$ cat src/rtl/ppu_pipeline_pkg.sv
// Shared defaults and bundle-width helper for the PPU register-delay line.
package ppu_pipeline_pkg;

    localparam int PPU_PIPELINE_DEFAULT_DEPTH = 1;
    localparam int PPU_PIPELINE_DEFAULT_WIDTH = 32;

    // Front-side bundle: valid bit, opcode and three operand words.
    function automatic int ppu_front_width(input int op_bits, input int word_bits);
        return 1 + op_bits + 3 * word_bits;
    endfunction

endpackage

$ cat src/rtl/ppu_pipeline_if.sv
// Bundle interface for the PPU register-delay line; the pipeline is the slave.
interface ppu_pipeline_if #(
    parameter int DATA_WIDTH = 32
);
    logic [DATA_WIDTH-1:0] data_in;
    logic [DATA_WIDTH-1:0] data_out;

    modport master (
        output data_in,
        input  data_out
    );

    modport slave (
        input  data_in,
        output data_out
    );
endinterface

$ cat src/rtl/ppu_pipeline_stage.sv
// One DATA_WIDTH register of the delay line with synchronous active-high clear.
module ppu_pipeline_stage #(
    parameter int DATA_WIDTH = 32
) (
    input  logic                  clk_i,
    input  logic                  rst_i,
    input  logic [DATA_WIDTH-1:0] d,
    output logic [DATA_WIDTH-1:0] q
);

    // Clear has priority over loading the incoming bundle.
    always_ff @(posedge clk_i) begin
        if (rst_i) begin
            q <= {DATA_WIDTH{1'b0}};
        end else begin
            q <= d;
        end
    end

endmodule

$ cat src/rtl/ppu_pipeline.sv
// Parameterised register-delay line; depth 0 is a plain wire.
// Optional simulation checks are elaborated when PIPELINE_ASSERT_EN is defined.
module ppu_pipeline
    import ppu_pipeline_pkg::*;
#(
    parameter int PIPELINE_DEPTH = PPU_PIPELINE_DEFAULT_DEPTH,
    parameter int DATA_WIDTH     = PPU_PIPELINE_DEFAULT_WIDTH
) (
    input  logic           clk_i,
    input  logic           rst_i,
    ppu_pipeline_if.slave  bus
);

    generate
        if (PIPELINE_DEPTH <= 0) begin : g_bypass
            logic unused_clk_rst;
            assign unused_clk_rst = clk_i ^ rst_i;
            assign bus.data_out   = bus.data_in;
        end else begin : g_chain
            logic [DATA_WIDTH-1:0] stage_r [PIPELINE_DEPTH];
            for (genvar k = 0; k < PIPELINE_DEPTH; k++) begin : g_stage
                logic [DATA_WIDTH-1:0] stage_d_s;
                if (k == 0) begin : g_head
                    assign stage_d_s = bus.data_in;
                end else begin : g_link
                    assign stage_d_s = stage_r[k-1];
                end
                ppu_pipeline_stage #(
                    .DATA_WIDTH (DATA_WIDTH)
                ) u_stage (
                    .clk_i (clk_i),
                    .rst_i (rst_i),
                    .d     (stage_d_s),
                    .q     (stage_r[k])
                );
            end
            assign bus.data_out = stage_r[PIPELINE_DEPTH-1];
        end
    endgenerate

`ifdef PIPELINE_ASSERT_EN
    ppu_pipeline_chk #(
        .PIPELINE_DEPTH (PIPELINE_DEPTH),
        .DATA_WIDTH     (DATA_WIDTH)
    ) u_chk (
        .clk_i   (clk_i),
        .rst_i   (rst_i),
        .data_in (bus.data_in)
    );
`endif

endmodule

`ifdef PIPELINE_ASSERT_EN
// Simulation-only parameter and input-integrity checks for ppu_pipeline.
module ppu_pipeline_chk #(
    parameter int PIPELINE_DEPTH = 1,
    parameter int DATA_WIDTH     = 32
) (
    input logic                  clk_i,
    input logic                  rst_i,
    input logic [DATA_WIDTH-1:0] data_in
);

    // Parameter sanity and configuration report at time 0.
    initial begin
        if (PIPELINE_DEPTH < 0) begin
            $fatal(1, "ppu_pipeline: PIPELINE_DEPTH %0d is negative", PIPELINE_DEPTH);
        end
        if (DATA_WIDTH < 1) begin
            $fatal(1, "ppu_pipeline: DATA_WIDTH %0d is below 1", DATA_WIDTH);
        end
        $display("ppu_pipeline: depth %0d width %0d", PIPELINE_DEPTH, DATA_WIDTH);
    end

    // Unknown bits entering the line outside reset are almost always a wiring bug.
    always @(posedge clk_i) begin
        if (!rst_i && $isunknown(data_in)) begin
            $warning("ppu_pipeline: X/Z on data_in");
        end
    end

endmodule
`endif

$ cat src/flat_wrapper.sv
// flat-port wrapper written by rule: the top's interface ports become plain ports
module ppu_pipeline_flat import ppu_pipeline_pkg::*;
#(
    parameter int PIPELINE_DEPTH = PPU_PIPELINE_DEFAULT_DEPTH,
    parameter int DATA_WIDTH     = PPU_PIPELINE_DEFAULT_WIDTH
)
  (clk_i, rst_i, bus_data_in, bus_data_out);
  ppu_pipeline_if #(.DATA_WIDTH(DATA_WIDTH)) bus_i ();
  input  logic clk_i;
  input  logic rst_i;
  input wire logic [$bits(bus_i.data_in)-1:0] bus_data_in;
  output wire logic [$bits(bus_i.data_out)-1:0] bus_data_out;
  assign bus_i.data_in = bus_data_in;
  assign bus_data_out = bus_i.data_out;
  ppu_pipeline #(.PIPELINE_DEPTH(PIPELINE_DEPTH), .DATA_WIDTH(DATA_WIDTH)) u_core (.clk_i(clk_i), .rst_i(rst_i), .bus(bus_i));
endmodule
$ cat config.mk
export PLATFORM = sky130hd
export DESIGN_NAME = ppu_pipeline_flat
export DESIGN_NICKNAME = d
export VERILOG_FILES = /design/src/rtl/ppu_pipeline_pkg.sv /design/src/rtl/ppu_pipeline_if.sv /design/src/rtl/ppu_pipeline_stage.sv /design/src/rtl/ppu_pipeline.sv /design/src/flat_wrapper.sv
export SDC_FILE = /design/constraint.sdc
export NUM_CORES = 1
export LEC_CHECK = 0
export CORE_MARGIN = 3
export CORE_UTILIZATION = 55
export DETAILED_ROUTE_END_ITERATION = 16
export DONT_BUFFER_PORTS = 1
export GPL_ROUTABILITY_DRIVEN = 0
export MAX_ROUTING_LAYER = met4
export PLACE_DENSITY = 0.77
export SLEW_MARGIN = 20
export SYNTH_ARGS = -nofsm -noshare
export SYNTH_HDL_FRONTEND = slang
export SYNTH_SLANG_ARGS = --single-unit
$ cat constraint.sdc
create_clock -name clk_i -period 0.8 [get_ports clk_i]
set_input_delay 0.16 -clock clk_i [delete_from_list [all_inputs] [get_ports clk_i]]
set_output_delay 0.16 -clock clk_i [all_outputs]
set_load 0.05 [all_outputs]
==> flow_summary.toml, run 1 <==
[synthesis]
synth_fp_nets = 101
syn_area_per_cell_um2 = 12.89
synth.distinct_cells = 3
synth_top_area_frac = 0.7420
netlist_area_um2 = 863.3
synth_seq_cells = 32
yosys_warnings = 0
yosys-top-cells-area = "dfxtp_1 (74%), nor2b_1 (23%), buf_4 (2.6%)"
yosysTopAreaCell = "dfxtp_1"
yosysSeqAreaShare = 0.7420
netlist_instances = 67

[die]
die_w_um = 45.62
start_util = 0.6244
ioPinCount = 66
die_h_um = 45.62
placementRows = 13

[run_status]
stop_stage = "3_5_place_dp"
firstError = "[ERROR DPL-0038] Utilization greater than 100%, impossible to legalize"
outcome = "stopped before the end"

[place]
portBuffers = 0
-- per-stage QoR --
stage	instance area [µm²]	setup slack, ns	hold slack, ns	cells
3_3_place_gp	1500	0.1615	0.2344	111
2_1_floorplan	863.3	0.05267	0.2316	67
-- logic make-up after synthesis --
group         after synthesis  synth area share
buf+inv                     3           0.02609
flops                      32            0.7420
simple gates               32            0.2319
-- synthesized netlist by cell type (all sizes together) --
| master | instances |
|---|---|
| buf | 3 |
| dfxtp | 32 |
| nor2b | 32 |
==> run 2, diff against run 1 <==
Settings changed: CORE_AREA set to 3 3 64 66, CORE_MARGIN 3 to unset, CORE_UTILIZATION 55 to unset, DIE_AREA set to 0 0 67 69, MAX_ROUTING_LAYER met4 to unset, PLACE_DENSITY 0.77 to unset, PLACE_DENSITY_LB_ADDON set to 0.15.
==> run 2 against run 1 <==
Against the previous run:
- the flow now finishes, with violations (negative setup slack)
- area after synthesis unchanged
- synthesized cell count is the same
==> flow_summary.toml, run 2 <==
[die]
core_um2 = 3633
die_w_um = 67
placementRows = 22
ioPinCount = 66
die_h_um = 69
start_util = 0.2376
dieArea_um2 = 4623

[layout]
multi_input_area_um2 = 200.2
final_cells = 175
drive_gt1_frac = 0.5591
final_cell_mix = "nor2b_1 (32), buf_12 (32), dfxtp_2 (32)"
largest_reg_flops = 32
regArea_um2 = 680.7
n_antenna_cell = 0
nNetsFinal = 161
top_regs = "u_core.g_chain.g_stage.u_stage.q x32"
area_growth_pct = 122.5
nFillCells = 339
largest_register = "u_core.g_chain.g_stage.u_stage.q"

[drt]
firstDrtPassIters = 3
routedWlPerCell_um = 13.35
viasPerCell = 3.857
drtAntennaViolNets = 0
drt_iter0_drc = 15
wirelength_um = 2337
drc_errors = 0
vias = 675

[sta]
finalCritPeriodShare = 1.149
fin_ws_ns = -0.1192
relSlewSlack = 0.7436
setup_viol = 32
post-route-min-period_ns = 0.9192
rsz0062_at_grt = "true"
tightest_slew_ns = 0.3845
finalHoldViolCount = 0
holdWs_ns = 0.02602
clock.fmax_ghz = 1.088
drv_slew = 0

[synthesis]
yosys_warnings = 0
netlist_instances = 67
synth-edff-count = 0
syn_area_per_cell_um2 = 12.89
synth_common_cells = "dfxtp_1 (32), nor2b_1 (32), buf_4 (3)"
synth_seq_cells = 32
yosysTopAreaCell = "dfxtp_1"
yosys-top-cells-area = "dfxtp_1 (74%), nor2b_1 (23%), buf_4 (2.6%)"
yosysSeqAreaShare = 0.7420
synth_top_area_frac = 0.7420
synth_async_sr_flop_share = 0
synth_fp_nets = 101
synth.distinct_cells = 3
ys.flop_type = "dfxtp_1"
netlist_area_um2 = 863.3

[clocking]
cts_tree = "built"
path_clk_slew_ns = 0.06
cts_root_buffer = "clkbuf_8"
cts_buffer_depth = 2
cts_setup_buffers = 0
clock_sinks = 32
htree_num_levels = 2
numCtsBuffers = 5

[critical_path]
required_ns = 0.64
crit_chain = "buf_12"
cp_max_fo = 1
cp_num_buf_inv = 1
cp_slowest_cell = "dfxtp_2"
critical_path_class = "flip-flop to output pin"
arrival_ns = 0.76
critPathMaxStageDelay_ns = 0.35
endpoint_kind = "output pin"
critPathLaunchType = "flip-flop"
crit_family = "flip-flops"

[global_routing]
grt_overflow = 0
grt_pass1_vias = 791
grtUsageTotal = 0.1135
antenna_found_initial = 0
grt_pass1_wl_um = 3829
grt_max_degree = 25

[run_status]
outcome = "finished with violations"
violations = "negative setup slack"

[hold_path]
hold_path.class = "input pin to flip-flop"

[run]
drv_cap = 0

[pwr]
power_density_nw_per_um2 = 2009
p_leak_nw = 0.8170
irDropWorstVdd_mv = 0.7608

[place]
portBuffers = 0
dp_cells = 144
-- run 2: area by class of cell --
type	count	area share
sequential	32	0.3544
multi-input combinational	32	0.1042
tap	48	0.03127
timing repair buffer	56	0.4599
clock buffer	7	0.05016
-- run 2: routing by layer --
layer	GRT usage	vias up	part of all wire
met5	0	-	0
met2	0.2107	34	0.59
met4	0.06757	0	0.020
met3	0.04235	5	0.086
met1	0.09746	320	0.31
li1	-	316	-
-- run 2: path summary, 6_finish.rpt --
check	from	to	depth (start not counted)
setup / recovery	u_core.g_chain.g_stage[0].u_stage.q[21]	bus_data_out[21]	1
hold / removal	bus_data_in[29]	u_core.g_chain.g_stage[0].u_stage.q[29]	1
-- run 2: through the flow --
step,total power (W),setup TNS (ns),worst slack (ns),area [µm²],utilization
final,0.003858,-3.296,-0.1192,1921,0.5286
after floorplan,0.002118,0,0.05267,863.3,-
after detailed placement,0.002502,0,0.1383,1541,0.4242
after global placement,0.002492,0,0.1597,1541,0.4242
after CTS,0.003913,-4.545,-0.1296,1918,0.5279
after global routing,0.004032,-4.323,-0.1540,1921,0.5286
-- run 2: where the power goes --
group	switching (W)	internal [W]
combinational	0.000373	0.000435
clock	0.000515	0.000764
sequential	0.0000699	0.00170
total	0.000958	0.00290
-- run 2: cells by family after synthesis --
| family | count (synthesis) | synth area share |
|---|---|---|
| buf+inv | 3 | 0.02609 |
| flops | 32 | 0.7420 |
| simple gates | 32 | 0.2319 |
-- run 2: repair_timing --
action,CTS,global route
hold buffers,24,0
setup endpoints to repair,32,41
resized for setup,32,1
endpoints found under the hold margin,32,0
(Power assumes the default switching activity.)
